## src/rtl/pixel_array_ctrl.sv

```systemverilog
// Frame sequencer for a 4-pixel ramp-ADC sensor array: erase, expose, ramp conversion
// with a free-running code on the shared counter bus, then sequential per-pixel readout.
module pixel_array_ctrl #(
    parameter int ERASE_CYCLES   = 5,
    parameter int EXPOSE_CYCLES  = 255,
    parameter int CONVERT_CYCLES = 255,
    parameter int READ_CYCLES    = 5
) (
    input  logic       clk,
    input  logic       reset,
    input  logic       start,
    output logic       erase,
    output logic       expose,
    output logic       convert,
    output logic [3:0] read,
    output logic [7:0] counter_out,
    output logic       counter_oe,
    input  logic [7:0] counter_in,
    output logic       busy,
    output logic [7:0] pixel_data,
    output logic [1:0] pixel_idx,
    output logic       pixel_valid,
    output logic       frame_done
);

    typedef enum logic [2:0] {
        S_IDLE,
        S_ERASE,
        S_EXPOSE,
        S_CONVERT,
        S_READ
    } state_t;

    localparam logic [15:0] ERASE_LAST   = 16'(ERASE_CYCLES - 1);
    localparam logic [15:0] EXPOSE_LAST  = 16'(EXPOSE_CYCLES - 1);
    localparam logic [15:0] CONVERT_LAST = 16'(CONVERT_CYCLES - 1);
    localparam logic [15:0] READ_LAST    = 16'(READ_CYCLES - 1);

    state_t      state_reg, state_next;
    logic [15:0] timer_reg, timer_next;
    logic [1:0]  slot_reg, slot_next;

    logic       erase_next, expose_next, convert_next, busy_next;
    logic [3:0] read_next;
    logic [7:0] counter_out_next;
    logic       counter_oe_next;
    logic [7:0] pixel_data_next;
    logic [1:0] pixel_idx_next;
    logic       pixel_valid_next, frame_done_next;

    // timer_reg counts cycles spent in the current phase (or read slot), starting at 0
    always_comb begin
        state_next       = state_reg;
        timer_next       = timer_reg + 16'd1;
        slot_next        = slot_reg;
        pixel_data_next  = pixel_data;
        pixel_idx_next   = pixel_idx;
        pixel_valid_next = 1'b0;
        frame_done_next  = 1'b0;
        case (state_reg)
            S_IDLE: begin
                timer_next = 16'd0;
                slot_next  = 2'd0;
                if (start) begin
                    state_next = S_ERASE;
                end
            end
            S_ERASE: begin
                if (timer_reg == ERASE_LAST) begin
                    state_next = S_EXPOSE;
                    timer_next = 16'd0;
                end
            end
            S_EXPOSE: begin
                if (timer_reg == EXPOSE_LAST) begin
                    state_next = S_CONVERT;
                    timer_next = 16'd0;
                end
            end
            S_CONVERT: begin
                if (timer_reg == CONVERT_LAST) begin
                    state_next = S_READ;
                    timer_next = 16'd0;
                    slot_next  = 2'd0;
                end
            end
            S_READ: begin
                // The pixel has driven its latched code for the whole slot; sample at slot end
                if (timer_reg == READ_LAST) begin
                    timer_next       = 16'd0;
                    pixel_data_next  = counter_in;
                    pixel_idx_next   = slot_reg;
                    pixel_valid_next = 1'b1;
                    if (slot_reg == 2'd3) begin
                        state_next      = S_IDLE;
                        frame_done_next = 1'b1;
                    end else begin
                        slot_next = slot_reg + 2'd1;
                    end
                end
            end
            default: begin
                state_next = S_IDLE;
                timer_next = 16'd0;
                slot_next  = 2'd0;
            end
        endcase
    end

    // Controls are decoded from the upcoming state so every output comes straight from a flop
    assign erase_next       = (state_next == S_ERASE);
    assign expose_next      = (state_next == S_EXPOSE);
    assign convert_next     = (state_next == S_CONVERT);
    assign counter_oe_next  = (state_next == S_CONVERT);
    assign counter_out_next = (state_next == S_CONVERT) ? timer_next[7:0] : 8'd0;
    assign busy_next        = (state_next != S_IDLE);

    for (genvar gi = 0; gi < 4; gi++) begin : g_read
        assign read_next[gi] = (state_next == S_READ) && (slot_next == 2'(gi));
    end

    always_ff @(posedge clk) begin
        if (reset) begin
            state_reg   <= S_IDLE;
            timer_reg   <= 16'd0;
            slot_reg    <= 2'd0;
            erase       <= 1'b0;
            expose      <= 1'b0;
            convert     <= 1'b0;
            read        <= 4'd0;
            counter_out <= 8'd0;
            counter_oe  <= 1'b0;
            busy        <= 1'b0;
            pixel_data  <= 8'd0;
            pixel_idx   <= 2'd0;
            pixel_valid <= 1'b0;
            frame_done  <= 1'b0;
        end else begin
            state_reg   <= state_next;
            timer_reg   <= timer_next;
            slot_reg    <= slot_next;
            erase       <= erase_next;
            expose      <= expose_next;
            convert     <= convert_next;
            read        <= read_next;
            counter_out <= counter_out_next;
            counter_oe  <= counter_oe_next;
            busy        <= busy_next;
            pixel_data  <= pixel_data_next;
            pixel_idx   <= pixel_idx_next;
            pixel_valid <= pixel_valid_next;
            frame_done  <= frame_done_next;
        end
    end

endmodule

```

## config.mk

```make
export PLATFORM = sky130hd
export DESIGN_NAME = pixel_array_ctrl
export DESIGN_NICKNAME = d
export VERILOG_FILES = /design/src/rtl/pixel_array_ctrl.sv
export SDC_FILE = /design/constraint.sdc
export NUM_CORES = 1
export LEC_CHECK = 0
export BUFFER_PORTS_ARGS = -buffer_cell sky130_fd_sc_hd__buf_4
export CELL_PAD_IN_SITES_DETAIL_PLACEMENT = 0
export CELL_PAD_IN_SITES_GLOBAL_PLACEMENT = 1
export CORE_ASPECT_RATIO = 1.2
export CORE_UTILIZATION = 41
export CTS_CLUSTER_DIAMETER = 120
export DETAILED_ROUTE_END_ITERATION = 8
export GPL_ROUTABILITY_DRIVEN = 0
export PLACE_DENSITY_LB_ADDON = 0.1
export SYNTH_ARGS = -nofsm -noshare
export SYNTH_HDL_FRONTEND = slang
export SYNTH_SLANG_ARGS = --single-unit
```

## constraint.sdc

```tcl
create_clock -name clk -period 2.1 [get_ports clk]
set_input_delay 0.42 -clock clk [delete_from_list [all_inputs] [get_ports clk]]
set_output_delay 0.42 -clock clk [all_outputs]
set_load 0.05 [all_outputs]
```

# Word level (Yosys, flattened, before mapping)
# Index checks and enable logic that the tools add are counted.
op_classes:
  n_addsub: 2
  n_mul: 0
  div_mod_pow: 0
  magnitude_cmp: 0
  n_eq_ne: 14
  shift: 0
  n_mux: 16
  n_bitwise: 3
  reduce_logical: 14
ops:
  columns: ["op", "count"]
  rows:
  - ["$mux W16", 2]
  - ["$pmux W16 S2", 1]
  - ["$mux W3", 6]
  - ["$add A16 B1 Y16 const B", 1]
  - ["$eq A16 B3 Y1 const B", 1]
  - ["$eq A16 B8 Y1 const B", 1]
  - ["$pmux W3 S5", 1]
  - ["$eq A3 B2 Y1 const B", 4]
  - ["$reduce_or A2 Y1", 5]
  - ["$eq A2 B2 Y1 const B", 3]
  - ["$eq A3 B1 Y1 const B", 2]
  - ["$eq A3 B3 Y1 const B", 2]
  - ["$mux W2", 3]
  - ["$pmux W2 S3", 1]
  - ["$logic_and A1 B1 Y1", 4]
  - ["$logic_not A3 Y1", 1]
  - ["$not A1 Y1", 3]
  - ["$reduce_bool A3 Y1", 1]
  - ["$reduce_or A3 Y1", 1]
  - ["$add A2 B1 Y2 const B", 1]
  - ["$eq A2 B1 Y1 const B", 1]
  - ["$logic_not A2 Y1", 1]
  - ["$mux W1", 2]
  - ["$reduce_and A2 Y1", 1]
word_totals:
  reg_bits: 49
  latch_bits: 0
  mem_bits_rw: 0
  romBits: 0
  in_bits: 11
  mem_count: 0

# Logic depth before layout (Yosys ltp)
# Gate-level depths: netlist of the first run.
depth:
  word_depth: 7
  mapped_depth: 8
  ltp_nobuf: 7

# Least setup slack after synthesis of the first run
# Ideal clock, no wire load.
synth_timing:
  kind: "flip-flop to flip-flop"
  start: "reg timer_reg[0]"
  end: "reg timer_reg[6]"
  setup_ps: 117
  arrival_time_ps: 1769
  path_slack_ps: 213
  path_stages_with_launch: 9
  n_path_buf: 1
  period_less_slack_ps: 1887
  cell_sequence: "dfxtp_1 inv_1 ha_1 nor4bb_4 nand4_2 a22o_1 a22oi_4 buf_12 nor2_2"
synth_via:
  elab_chain_cells: 3
  word_cells_on_any_way: 6
  cone_classes: "add/sub: 1; eq/ne: 2; mux: 3"
synth_rtl:
  columns: ["item", "line", "rtl"]
  rows:
  - ["start: declaration", "40", "logic [15:0] timer_reg, timer_next;"]
  - ["start signal: assignment", "140", "timer_reg <= timer_next;"]
  - ["$add A16 B1 Y16 (tied with other cells)", "54", "timer_next = timer_reg + 16'd1;"]
  - ["$mux W16 (on tied branches)", null, null]
  - ["$pmux W16 S2 (*)", "60", "case (state_reg)"]
# Every way passes the cells marked *; elsewhere a longest branch is shown, timed or not.
# A chain may end at the register's enable or synchronous reset.

# Final worst setup path of the first run
layout_timing:
  start: "reg timer_reg[1]"
  end: "reg expose"
layout_via:
  elab_chain_cells: 4
  word_cells_on_any_way: 8
  cone_classes: "eq/ne: 3; mux: 5"
layout_rtl:
  columns: ["item", "line", "rtl"]
  rows:
  - ["$eq A16 B3 Y1 / $eq A16 B8 Y1 (equally long branches)", null, null]
  - ["$mux W3 (on tied branches)", null, null]
  - ["$pmux W3 S5 (*)", "60", null]
  - ["$eq A3 B2 Y1 (*)", "112", "assign expose_next = (state_next == S_EXPOSE);"]
  - ["end signal: assignment", "143", "expose <= expose_next;"]
  - ["end: declaration", "13", "output logic expose,"]
# Marks and branches as above.

==> impl_metrics.csv, run 1 <==
group,metric,value,unit
die,die_area,0.00521,sq mm
clock_tree,h_tree_level_count,2,
global_route,globalRouteTotalUtil,0.157,
sta,hold_slack,360,ps
sta,fin_skew,7.15,ps
sta,worst_slew_margin,0.711,
synth,synth_cells,212,
synth,ranking_of_synthesized_cells_by_area,"dfxtp_1, xor2_1, nand2_1",
synth,yosysMostFrequentCell,"dfxtp_1",
die,dieWidth,66.1,microns
pwr,p_per_area,648,mW/mm^2
sta,timing.final.crit_period,1930,ps
synth,ys_dominant_reg_cell,"dfxtp_1",
clock_tree,tritoncts.num_buffers,5,
global_route,grt_overflow,0,
setup_path,timing.critical_path.fanout_max,6,
placed_design,hpwlAfterDp,2.71,mm
cells_and_area,final_net_count,267,
drt,drtAntennaViolNets,0,
clock_tree,cts.root.buffer_cell,"clkbuf_8",
sta,setup_repair_after_global_routing_missed_its_margin,"no",
worst_hold_path,worstHoldPathType,"input port to flip-flop",
clock_tree,path_clk_slew,90,ps
pwr,cellLeakagePower,1.01,nW
cells_and_area,layout.area.seq,981,sq um
cells_and_area,layout-drive-gt1-share,0.295,
synth,yosys.area.top_type_share,0.486,
drt,route.detailed.drc,0,
sta,clock.fmax,518,MHz
die,core.rowCount,27,
die,floorplan.core_area,0.00466,sq mm
drt,viasPerCell,4.90,
drt,wirelength,3.85,mm
clock_tree,clkLatencyLatePin,300,ps
global_route,first_global_vias,1386,
drt,avgRoutedWirePerCell,12.3,microns
run_status,run_status,"completed",
setup_path,data_arrival_time_of_the_critical_path,2130,ps
sta,drv_slew,0,
cells_and_area,diodes,0,
synth,synth.net_count,226,
drt,first_iter_violations,46,
clock_tree,tritoncts,"done",
synth,synth.largest_area_cell,"dfxtp_1",
synth,synth-warning-count,0,
clock_tree,tritoncts_num_sinks,49,
setup_path,worstSetupPathType,"flip-flop to flip-flop",
synth,post_synth_top_cells,"dfxtp_1, nand2_1, nor2_1, xor2_1",
synth,mappedNetlistArea,0.00202,sq mm
placed_design,io_buffers,39,
cells_and_area,areaGrowthSynthToFinish,21.6,%
job,max-cap-violations,0,
cells_and_area,largest_register_ffs,16,
synth,post_synth_num_cell_types,42,
clock_tree,cts.repair.resized,0,
die,floorplan.die.height,78.9,microns
clock_tree,clock_tree.buffer_depth,2,
synth,synth-seq-cells,49,
global_route,grt_max_degree,23,
drt,routed-via-count,1528,
clock_tree,cts.hold.buffers_added,0,
die,io_pins,40,
setup_path,crit_path_start_kind,"flip-flop",
sta,hold_violations,0,
synth,post_synthesis_async_set_or_reset_flop_share,0,
global_route,grt_pass1_wl,6.27,mm
sta,finalSetupViolations,0,
sta,timing_worst_slew_pin_value,433,ps
synth,synth.avg_cell_area,9.53,sq um
cells_and_area,layout.core_utilization,0.527,
sta,final.period_utilization,0.919,
synth,synth_enable_flop_cells,0,
drt,drt_pre_antenna_iters,3,
clock_tree,postCtsSetupBuffers,0,
global_route,grt_antenna_before_repair,0,
cells_and_area,fillers,465,
synth,synth_seq_area_share,0.486,
cells_and_area,multi_input_area,943,sq um
setup_path,cp.required,2300,ps
die,floorplan.initialDensity,0.433,
pwr,worst_ir_drop_vdd,0.289,mV
setup_path,timing.critical_path.to_type,"flip-flop",
sta,timing.setup.tns,0,ps
## critical path: stages, from the launching register on
cell and delay, ps:
dfxtp_1 410, inv_1 60, ha_1 170, nor4bb_4 160
and4_2 280, a21o_1 220, o32a_1 360, and2_1 160
## cells by family after synthesis
group,count (synthesis),synth area share
adder cells (fa/ha/maj),3,0.0186
AO/OA/AOI/OAI,25,0.0849
buffers and inverters,15,0.0471
AND/OR/NAND/NOR,104,0.294
flip-flops,49,0.486
XOR/XNOR,16,0.0694
## power by group
part	total, W	leakage, nW	internal (W)	switching, W
Clock	0.000577	0.0512	0.000267	0.000310
Combinational	0.0000733	0.563	0.0000323	0.0000410
Sequential	0.000939	0.396	0.000934	0.00000483
## stage by stage
step | worst slack, ps | power (W) | std cells | instance area [sq um]
after floorplan | 213 | 0.00100 | 212 | 2020
after global placement | 203 | 0.00104 | 304 | 2360
after detailed placement | 185 | 0.00104 | 304 | 2360
after CTS | 163 | 0.00162 | 312 | 2450
after global routing | 23.0 | 0.00165 | 312 | 2450
final | 171 | 0.00159 | 312 | 2450
## metal layers
layer | track usage | vias to the layer above | routed length (microns)
li1 | - | 797 | -
met1 | 0.186 | 685 | 1750
met2 | 0.256 | 33 | 1810
met3 | 0.0417 | 13 | 170
met4 | 0.0787 | 0 | 117
met5 | 0 | - | 0
## final cells by class
class                           count  area share
Sequential cell                    49       0.400
Multi-Input combinational cell    148       0.384
Timing Repair Buffer               44       0.140
Clock buffer                        6      0.0336
Tap cell                           58      0.0296
Inverter                            5     0.00765
Clock inverter                      2     0.00561
## cells in the final DEF, fill, tap and decap left out, types with 3 or more instances in the layout
cell type / netlist / routed
xor2_1: 14 / 14
nand4_1: 5 / 5
a21oi_1: 11 / 11
inv_1: 5 / 5
buf_4: 1 / 43
ha_1: 3 / 3
nor2_2: 11 / 11
clkbuf_8: 1 / 6
nand2_1: 29 / 29
nand3_1: 7 / 7
dfxtp_1: 49 / 49
nor2_1: 25 / 25
o21ai_0: 4 / 4
nor3_1: 3 / 3
## worst paths after layout
kind	start	end	slack, ps	cells past startpoint
setup / recovery	timer_reg[1]	expose	170	7
hold / removal	counter_in[2]	pixel_data[2]	360	3
setup reg to reg	timer_reg[1]	expose	170	7
hold reg to reg	pixel_idx[1]	pixel_idx[1]	460	2
(Power assumes the default switching activity.)
==> inputs of run 2 (changes only) <==
- CORE_UTILIZATION: 41 -> 44
- clock period: 2.1 -> 2.3 ns (I/O delays scaled with it)
==> impl_metrics.csv, run 2 (same netlist as run 1, synthesis figures left out) <==
group,metric,value,unit
placed_design,io_buffers,39,
sta,final.period_utilization,0.874,
placed_design,post-place-ws,298,ps
global_route,first_global_vias,1397,
die,floorplan.initialDensity,0.467,
clock_tree,clkLatencyLatePin,290,ps
global_route,grtUsageMet1,0.190,
setup_path,worstSetupPathType,"flip-flop to flip-flop",
clock_tree,cts.repair.resized,0,
sta,fin_skew,4.62,ps
sta,finalWorstSetupSlack,290,ps
job,max-cap-violations,0,
sta,drv_slew,0,
cells_and_area,layout-drive-gt1-share,0.282,
pwr,cellLeakagePower,0.987,nW
sta,worst_slew_margin,0.714,
clock_tree,cts.hold.buffers_added,0,
global_route,grt_max_degree,23,
drt,first_iter_violations,72,
clock_tree,cts.root.buffer_cell,"clkbuf_8",
setup_path,cp.required,2490,ps
drt,avgRoutedWirePerCell,12.1,microns
placed_design,hpwlAfterDp,2.66,mm
clock_tree,clock_tree.buffer_depth,2,
die,io_pins,40,
cells_and_area,largest_register_ffs,16,
pwr,p_total,0.00140,W
setup_path,launching_element_of_the_worst_setup_path,"timer_reg[0]",
die,core.rowCount,26,
global_route,globalRouteTotalUtil,0.164,
setup_path,data_arrival_time_of_the_critical_path,2200,ps
setup_path,timing.critical_path.to_type,"flip-flop",
clock_tree,path_clk_slew,80,ps
global_route,grtUsageMet2,0.282,
cells_and_area,layout.core_utilization,0.560,
worst_hold_path,hold_end,"pixel_data[6]",
sta,hold_violations,0,
setup_path,crit_path_start_kind,"flip-flop",
cells_and_area,final_net_count,265,
placed_design,placed_cell_area,0.00234,sq mm
setup_path,timing.critical_path.fanout_max,7,
global_route,most_heavily_used_metal_layer_in_global_routing,"met2",
cells_and_area,post-route-cell-area,0.00242,sq mm
clock_tree,postCtsSetupBuffers,0,
cells_and_area,diodes,0,
die,floorplan.die.height,76.2,microns
clock_tree,tritoncts_num_sinks,49,
drt,drtAntennaViolNets,0,
worst_hold_path,worstHoldPathType,"input port to flip-flop",
die,dieWidth,63.8,microns
die,floorplan.core_area,0.00433,sq mm
drt,wirelength,3.74,mm
clock_tree,tritoncts,"done",
drt,route.detailed.drc,0,
die,die_area,0.00487,sq mm
sta,clock.fmax,498,MHz
sta,setup_repair_after_global_routing_missed_its_margin,"no",
worst_hold_path,timing.hold.worst_path_depth,3,
pwr,worst_ir_drop_vdd,0.323,mV
cells_and_area,most-common-layout-cells,"dfxtp_1, buf_4, nand2_1, nor2_1, xor2_1",
setup_path,reg2reg_depth,7,
sta,timing.setup.tns,0,ps
setup_path,worstReg2RegEnd,"expose",
sta,timing.final.crit_period,2010,ps
pwr,p_per_area,576,mW/mm^2
sta,timing_worst_slew_pin_value,429,ps
global_route,grt_pass1_wl,6.24,mm
drt,routed-via-count,1528,
global_route,met3_usage,0.0449,
clock_tree,h_tree_level_count,2,
sta,finalSetupViolations,0,
global_route,grt_antenna_before_repair,0,
drt,viasPerCell,4.96,
setup_path,ff2ff_setup_slack,290,ps
cells_and_area,most_common_cell_after_layout_fill_and_taps_aside,"dfxtp_1",
global_route,grt_overflow,0,
clock_tree,tritoncts.num_buffers,5,
setup_path,critical_r2r_launch,"timer_reg[0]",
cells_and_area,fillers,440,
run_status,run_status,"completed",
drt,drt_pre_antenna_iters,4,
worst_hold_path,timing.hold.worst.start,"counter_in[6]",
cells_and_area,areaGrowthSynthToFinish,20.1,%
## run 2: worst max path at each step
stage / depth (start not counted) / slack (ps) / endpoint
after floorplan: 8 / 410 / timer_reg[5]
after global placement: 7 / 340 / expose
after detailed placement: 7 / 300 / expose
after CTS: 7 / 280 / expose
after global routing: 7 / 170 / expose
final: 7 / 290 / expose
## run 2: power breakdown
part	leakage, nW	switching [W]	internal, W	total, W
clock network	0.0385	0.000262	0.000215	0.000477
logic	0.553	0.0000351	0.0000273	0.0000624
registers	0.396	0.00000570	0.000853	0.000858
total	0.987	0.000303	0.00110	0.00140
## run 2: layout make-up
type	instances	area, sq um	share of cell area
inverter	5	18.8	0.00774
clock inverter	1	7.51	0.00310
tap	56	70.1	0.0289
sequential	49	981	0.405
clock buffer	7	76.3	0.0315
multi-input combinational	148	943	0.389
timing repair buffer	42	328	0.135
## run 2: critical path, stage by stage, from the launching register on
cell      delay (ps)
dfxtp_1          450
inv_1             90
ha_1             200
nor4bb_4         160
and4_2           270
a21o_1           220
o32a_1           360
and2_1           160
## run 2: through the flow
step	hold slack [ps]	cells
CTS	405	308
floorplan	466	212
finish	409	308
global placement	443	300
global route	404	308
detailed placement	447	300
## run 2: layer usage
| layer | share of wire | wire (microns) |
|---|---|---|
| met1 | 0.44 | 1660 |
| met2 | 0.51 | 1900 |
| met3 | 0.034 | 127 |
| met4 | 0.016 | 60 |
| met5 | 0 | 0 |
